**src/rtl/mem_port_arbiter_pkg.sv**
```systemverilog
// Shared encodings for the IF/DM backing-memory arbiter.
// FSM states and grant-owner codes.
package mem_port_arbiter_pkg;

    typedef enum logic [1:0] {
        ARB_IDLE  = 2'd0,
        ARB_SERVE = 2'd1,
        ARB_RESP  = 2'd2
    } arb_state_e;

    typedef enum logic {
        OWN_IF = 1'b0,
        OWN_DM = 1'b1
    } arb_owner_e;

endpackage

```
**src/rtl/mem_port_arbiter.sv**
```systemverilog
// Arbitrates the IF fetch port and MA data port onto one memory.
// DM has fixed priority, bounded by a streak limiter for waiting fetches.
module mem_port_arbiter
    import mem_port_arbiter_pkg::*;
#(
    parameter int ADDR_W        = 32,
    parameter int DATA_W        = 32,
    parameter int MAX_DM_STREAK = 4
) (
    input  logic              CLK,
    input  logic              RESET,
    input  logic              IF_READ,
    input  logic [ADDR_W-1:0] IF_ADDR,
    output logic [DATA_W-1:0] IF_RDATA,
    output logic              IF_BUSYWAIT,
    input  logic              DM_READ,
    input  logic              DM_WRITE,
    input  logic [ADDR_W-1:0] DM_ADDR,
    input  logic [DATA_W-1:0] DM_WDATA,
    output logic [DATA_W-1:0] DM_RDATA,
    output logic              DM_BUSYWAIT,
    output logic              MEM_READ,
    output logic              MEM_WRITE,
    output logic [ADDR_W-1:0] MEM_ADDR,
    output logic [DATA_W-1:0] MEM_WDATA,
    input  logic [DATA_W-1:0] MEM_RDATA,
    input  logic              MEM_BUSYWAIT,
    output logic              GRANT_DM
);

    localparam int SW = $clog2(MAX_DM_STREAK + 1);
    localparam logic [SW-1:0] STREAK_MAX = SW'(MAX_DM_STREAK);

    arb_state_e        state_q, state_d;
    arb_owner_e        owner_q, owner_d;
    logic [SW-1:0]     streak_q, streak_d;
    logic [DATA_W-1:0] if_rdata_q, if_rdata_d;
    logic [DATA_W-1:0] dm_rdata_q, dm_rdata_d;

    logic dm_req;
    logic own_dm;
    logic serve;
    logic resp;
    logic mem_wr;

    assign dm_req = DM_READ | DM_WRITE;
    assign own_dm = (owner_q == OWN_DM);
    assign serve  = (state_q == ARB_SERVE);
    assign resp   = (state_q == ARB_RESP);
    assign mem_wr = own_dm & DM_WRITE;

    always_ff @(posedge CLK or negedge RESET) begin
        if (!RESET) begin
            state_q    <= ARB_IDLE;
            owner_q    <= OWN_IF;
            streak_q   <= '0;
            if_rdata_q <= '0;
            dm_rdata_q <= '0;
        end else begin
            state_q    <= state_d;
            owner_q    <= owner_d;
            streak_q   <= streak_d;
            if_rdata_q <= if_rdata_d;
            dm_rdata_q <= dm_rdata_d;
        end
    end

    always_comb begin
        state_d    = state_q;
        owner_d    = owner_q;
        streak_d   = streak_q;
        if_rdata_d = if_rdata_q;
        dm_rdata_d = dm_rdata_q;
        unique case (state_q)
            ARB_IDLE: begin
                if (!IF_READ) streak_d = '0;
                if (dm_req && (streak_q < STREAK_MAX || !IF_READ)) begin
                    state_d = ARB_SERVE;
                    owner_d = OWN_DM;
                    if (IF_READ) streak_d = streak_q + SW'(1);
                end else if (IF_READ) begin
                    state_d  = ARB_SERVE;
                    owner_d  = OWN_IF;
                    streak_d = '0;
                end
            end
            ARB_SERVE: begin
                // A dropped request still finishes; its data is discarded.
                if (!MEM_BUSYWAIT) begin
                    state_d = ARB_RESP;
                    if (own_dm && DM_READ && !DM_WRITE) dm_rdata_d = MEM_RDATA;
                    if (!own_dm && IF_READ) if_rdata_d = MEM_RDATA;
                end
            end
            ARB_RESP: state_d = ARB_IDLE;
            default:  state_d = ARB_IDLE;
        endcase
    end

    always_comb begin
        MEM_READ    = serve & ~mem_wr;
        MEM_WRITE   = serve & mem_wr;
        MEM_ADDR    = '0;
        MEM_WDATA   = '0;
        if (serve) MEM_ADDR = own_dm ? DM_ADDR : IF_ADDR;
        if (serve && mem_wr) MEM_WDATA = DM_WDATA;
        IF_BUSYWAIT = RESET & IF_READ & ~(resp & ~own_dm);
        DM_BUSYWAIT = RESET & dm_req & ~(resp & own_dm);
        GRANT_DM    = own_dm;
        IF_RDATA    = if_rdata_q;
        DM_RDATA    = dm_rdata_q;
    end

endmodule

```
**config.mk**
```make
export PLATFORM = sky130hd
export DESIGN_NAME = mem_port_arbiter
export DESIGN_NICKNAME = d
export VERILOG_FILES = /design/src/rtl/mem_port_arbiter_pkg.sv /design/src/rtl/mem_port_arbiter.sv
export SDC_FILE = /design/constraint.sdc
export NUM_CORES = 1
export LEC_CHECK = 0
export ABC_AREA = 1
export CAP_MARGIN = 20
export CORE_MARGIN = 3
export CORE_UTILIZATION = 37
export CTS_BUF_LIST = sky130_fd_sc_hd__clkbuf_4 sky130_fd_sc_hd__clkbuf_8 sky130_fd_sc_hd__clkbuf_16
export DETAILED_ROUTE_END_ITERATION = 8
export GPL_TIMING_DRIVEN = 1
export PLACE_DENSITY = 0.87
export SYNTH_ARGS = -nofsm -noshare
export SYNTH_HDL_FRONTEND = slang
export SYNTH_SLANG_ARGS = --single-unit
```
**constraint.sdc**
```tcl
create_clock -name CLK -period 3.1 [get_ports CLK]
set_input_delay 0.62 -clock CLK [delete_from_list [all_inputs] [get_ports CLK]]
set_output_delay 0.62 -clock CLK [all_outputs]
set_load 0.02 [all_outputs]
```
Word-level counts from Yosys, hierarchy flattened
Index checks and enable logic that the tools add are counted.
- register bits: 70
- input port bits: 134
- output and inout port bits: 133
- add/subtract/negate cells: 1
- $lt $le $gt $ge: 1
- equality and inequality tests: 4
- muxes and demuxes: 11
- bitwise logic cells: 15
- reduce and logical (&&, ||, !) cells: 15
- operators with widths (kind ; count):
    $mux 32 ; 3
    $and 1x1->1 ; 9
    $mux 2 ; 3
    $mux 3 ; 2
    $reduce_and 3->1 ; 2
    $logic_and 1x1->1 ; 5
    $not 1->1 ; 5
    $pmux 2 s2 ; 1
    $reduce_and 2->1 ; 2
    $add 3x1->3 const B ; 1
    $logic_not 1->1 ; 3
    $lt 3x3->1 const B ; 1
    $ne 3x3->1 const B ; 1
    $eq 2x1->1 const B ; 1
    $eq 2x2->1 const B ; 1
    $logic_not 2->1 ; 1
    $mux 1 ; 2
    $ne 2x2->1 const B ; 1
    $reduce_bool 2->1 ; 1
    $logic_or 1x1->1 ; 1
    $or 1x1->1 ; 1

Depth between registers and ports, before layout
- depth after elaboration: 5
- gate-level depth with buffers: 7

Worst setup path before layout
OpenSTA, ideal clock, no wires.
- path kind: reg2out
- from: register owner_q, in the netlist GRANT_DM
- to: output port MEM_WDATA[10]
- arrival: 1552 ps
- slack: 928 ps
- cell stages (with the launch flop): 7
- path buffers: 2
- cells stage by stage: dfrtp_1 buf_2 nand2_1 nor2_2 inv_2 buf_2 nor2_1
- longest elaborated chain between the ends: 3
- RTL lines (element ; RTL line ; text):
    from (decl) ; mem_port_arbiter.sv:35 ; arb_owner_e owner_q, owner_d;
    from (signal assigned) ; mem_port_arbiter.sv:61 ; owner_q <= owner_d;
    $and 1x1->1 ; mem_port_arbiter.sv:50 ; assign mem_wr = own_dm & DM_WRITE;
    $logic_and 1x1->1 ; mem_port_arbiter.sv:106 ; if (serve && mem_wr) MEM_WDATA = DM_WDATA;
    $mux 32 ; mem_port_arbiter.sv:106 ;
    to (decl) ; mem_port_arbiter.sv:25 ; output logic [DATA_W-1:0] MEM_WDATA,
Every way passes these cells.

Worst setup path in the final report
- from: input port DM_WRITE
- to: output port MEM_WDATA[15]
- longest elaborated chain between the ends: 3
- RTL lines (element ; RTL line ; text):
    from (decl) ; mem_port_arbiter.sv:17 ; input logic DM_WRITE,
    $and 1x1->1 ; mem_port_arbiter.sv:50 ;
    $logic_and 1x1->1 ; mem_port_arbiter.sv:106 ;
    $mux 32 ; mem_port_arbiter.sv:106 ;
Every way passes these cells.

==> flow_metrics.py <==
metrics = {
    "run_status": {
        "status": "finished, final reports clean",
    },
    "job": {
        "cap_violations": 0,
    },
    "clocking": {
        "cts_buffers": 9,
        "path_clk_slew_ns": 0.07,
        "insertion_delay_ns": 0.33,
        "ctsRootBufferMaster": "clkbuf_8",
        "cts.sinks": 70,
        "clockBufferDepth": 2,
        "h-tree-depth": 3,
        "cts_tree": "yes",
    },
    "global_routing": {
        "grt-ovfl-total": 0,
        "grt_pass1_wl_um": 21700,
        "grt_pass1_vias": 4106,
        "grt_max_degree": 69,
        "grt_usage": 0.247,
        "antenna_found_initial": 0,
    },
    "critical_path": {
        "crit_buf_inv": 3,
        "critical_path.startpoint_type": "input pin",
        "crit_chain": "clkdlybuf4s50_1 -> nand2_1 -> nor2_2 -> inv_4 -> nor2_1 -> clkdlybuf4s50_1",
        "cp_max_fo": 32,
        "r2r_slack_ns": 1.23,
        "path_class": "input pin to output port",
        "end_kind": "output port",
        "crit_arrival_ns": 2.30,
        "cpMostUsedCell": "clkdlybuf4s50_1",
        "slowest_delay_ns": 0.61,
        "crit_slowest_cell": "clkdlybuf4s50_1",
        "cp_top_family": "buffers and inverters",
        "required_ns": 2.48,
    },
    "synthesis": {
        "ys_ff_latch": 70,
        "synth_nets": 634,
        "async_reset_ff_frac": 1.00,
        "yosys-top-cells-area": "dfrtp_1 49%, nand2_1 22%, nand3_1 9.7%",
        "syn_inst": 499,
        "synth_cell_type_count": 17,
        "synth_top_flop_cell": "dfrtp_1",
        "yosys.area.top_type": "dfrtp_1",
        "synth_top_area_frac": 0.491,
        "yosysMostFrequentCell": "nand2_1",
        "syn_avg_cell_area_um2": 7.15,
        "synth_common_cells": "209 x nand2_1, 70 x dfrtp_1, 69 x nand3_1, 39 x inv_1, 35 x nor2_1",
        "ys_seq_area_frac": 0.491,
        "synth_edf_count": 0,
        "netlist_area_um2": 3570,
        "ys_warn_count": 0,
    },
    "timing": {
        "period_share": 0.942,
        "rsz0062_at_grt": "no",
        "tightest_slew_ns": 0.828,
        "fin_skew_ns": 0.0103,
        "setup_viol": 0,
        "finalMaxSlewViolations": 0,
        "slew_headroom": 0.448,
        "timing.fmax_mhz": 342,
        "setup_tns_ns": 0,
        "hold_viol_final": 0,
        "min_period_ns": 2.92,
    },
    "route": {
        "num_vias": 4241,
        "wl_per_cell_um": 15.5,
        "ant_nets": 0,
        "dr.first_iter.drc_count": 252,
        "viasPerCell": 4.77,
        "finalWirelength_um": 13800,
        "firstDrtPassIters": 6,
        "drc": 0,
    },
    "floorplanning": {
        "coreArea_um2": 9280,
        "fp.dieW_um": 104,
        "start_util": 0.384,
        "ioPinCount": 267,
        "fp-row-count": 35,
        "die_y_um": 104,
        "dieArea_um2": 10900,
    },
    "power_and_ir_drop": {
        "powerDensity_nw_per_um2": 940,
        "pwr-share-comb": 0.600,
        "p_leak_nw": 3.14,
        "swShare": 0.437,
        "p_sw_mw": 2.69,
        "p_clk_frac": 0.134,
        "pwr-share-seq": 0.266,
        "total_power_mw": 6.15,
        "p_int_mw": 3.46,
        "vdd_drop_max_mv": 0.701,
    },
    "place": {
        "gp_congestion": 0.892,
        "hpwl_um": 10700,
        "portBuffers": 266,
    },
    "finish": {
        "antenna_cells": 0,
        "nets": 891,
        "drive_gt1_frac": 0.0486,
        "area_delta_synth_final_pct": 83.4,
    },
    "worst_hold_path": {
        "hold_class": "input pin to asynchronous set/reset pin",
    },
}
through the flow:
stage                     cells  utilization  worst slack (ns)  area (um^2)  hold WS, ns
after global routing        890        0.705            0.0714         6540       0.0817
final                       890        0.705             0.179         6540       0.0971
after floorplan             499            -             0.928         3570        0.324
after CTS                   890        0.705             0.116         6540       0.0881
after global placement      874        0.680             0.160         6310        0.447
after detailed placement    874        0.680             0.113         6310        0.452
what timing repair did:
action	in CTS	in global routing
endpoints found under the setup margin	0	4
hold buffers	0	0
resized for setup	0	2
setup buffers	0	0
cells in the final DEF, fill, tap and decap left out:
| master | count |
|---|---|
| a21oi_1 | 33 |
| bufinv_16 | 2 |
| buf_4 | 12 |
| nand4_1 | 3 |
| clkbuf_4 | 1 |
| ha_1 | 1 |
| nand2_1 | 209 |
| inv_6 | 1 |
| dfrtp_1 | 70 |
| buf_2 | 1 |
| clkinvlp_4 | 1 |
| nand3_1 | 69 |
| inv_4 | 1 |
| a31oi_1 | 1 |
| inv_2 | 2 |
| nor2_1 | 34 |
| inv_1 | 39 |
| nor2_2 | 3 |
| clkbuf_8 | 10 |
| clkdlybuf4s50_1 | 265 |
| nand2_2 | 1 |
| clkinv_2 | 1 |
| nor2_4 | 1 |
kinds of logic after synthesis:
group,after synthesis,share of synthesized area
DFF,70,0.491
buffers and inverters,74,0.0901
AOI/OAI and AO/OA,34,0.0481
adders and majority gates,1,0.00351
and+or+nand+nor,320,0.367
routing by layer:
layer  vias up  GRT usage  wire length, um
met5         -          0                0
met4         0     0.0760              314
met3        30     0.0813             1320
met2       231      0.428             6890
met1      1921      0.291             5260
li1       2059          -                -
worst reg2reg max path: stages, from the launching register on:
cell and delay, ns:
dfrtp_1 0.42, inv_2 0.08, nand2_2 0.07, nor2_4 0.09
buf_4 0.50, nand2_1 0.16, buf_4 0.27, nand2_1 0.10
nand2_1 0.06
final cells by class:
cell class	instances	area, um^2
Fill cell	749	2740
Sequential cell	70	1750
Timing Repair Buffer	278	2750
Inverter	42	160
Tap cell	129	161
Clock buffer	11	145
Multi-Input combinational cell	355	1500
Clock inverter	5	81.3
path summary, 6_finish.rpt:
| kind | start | to | cells past startpoint |
|---|---|---|---|
| max | DM_WRITE | MEM_WDATA[15] | 6 |
| min | RESET | state_q[0]$_DFFE_PN0P_ | 1 |
| max reg2reg | state_q[1]$_DFFE_PN0P_ | DM_RDATA[14]$_DFFE_PN0P_ | 8 |
| min reg2reg | DM_RDATA[5]$_DFFE_PN0P_ | DM_RDATA[5]$_DFFE_PN0P_ | 2 |
| max in group asynchronous | RESET | DM_RDATA[22]$_DFFE_PN0P_ | 2 |
| min in group CLK | DM_RDATA[5]$_DFFE_PN0P_ | DM_RDATA[5]$_DFFE_PN0P_ | 2 |
power groups by stage:
stage / combinational, mW / sequential (mW) / clock (mW)
floorplan: 1.31 / 2.15 / 0
global placement: 3.61 / 1.62 / 0
detailed placement: 3.69 / 1.64 / 0
CTS: 3.71 / 1.64 / 0.841
global route: 3.95 / 1.70 / 0.882
finish: 3.69 / 1.64 / 0.825
flip-flops by register name, summed over array words and instances, names as in the netlist:
signal,cells
streak_q,3
IF_RDATA,32
DM_RDATA,32
state_q,2
GRANT_DM,1
No activity file was read; power rests on OpenSTA's default activity.
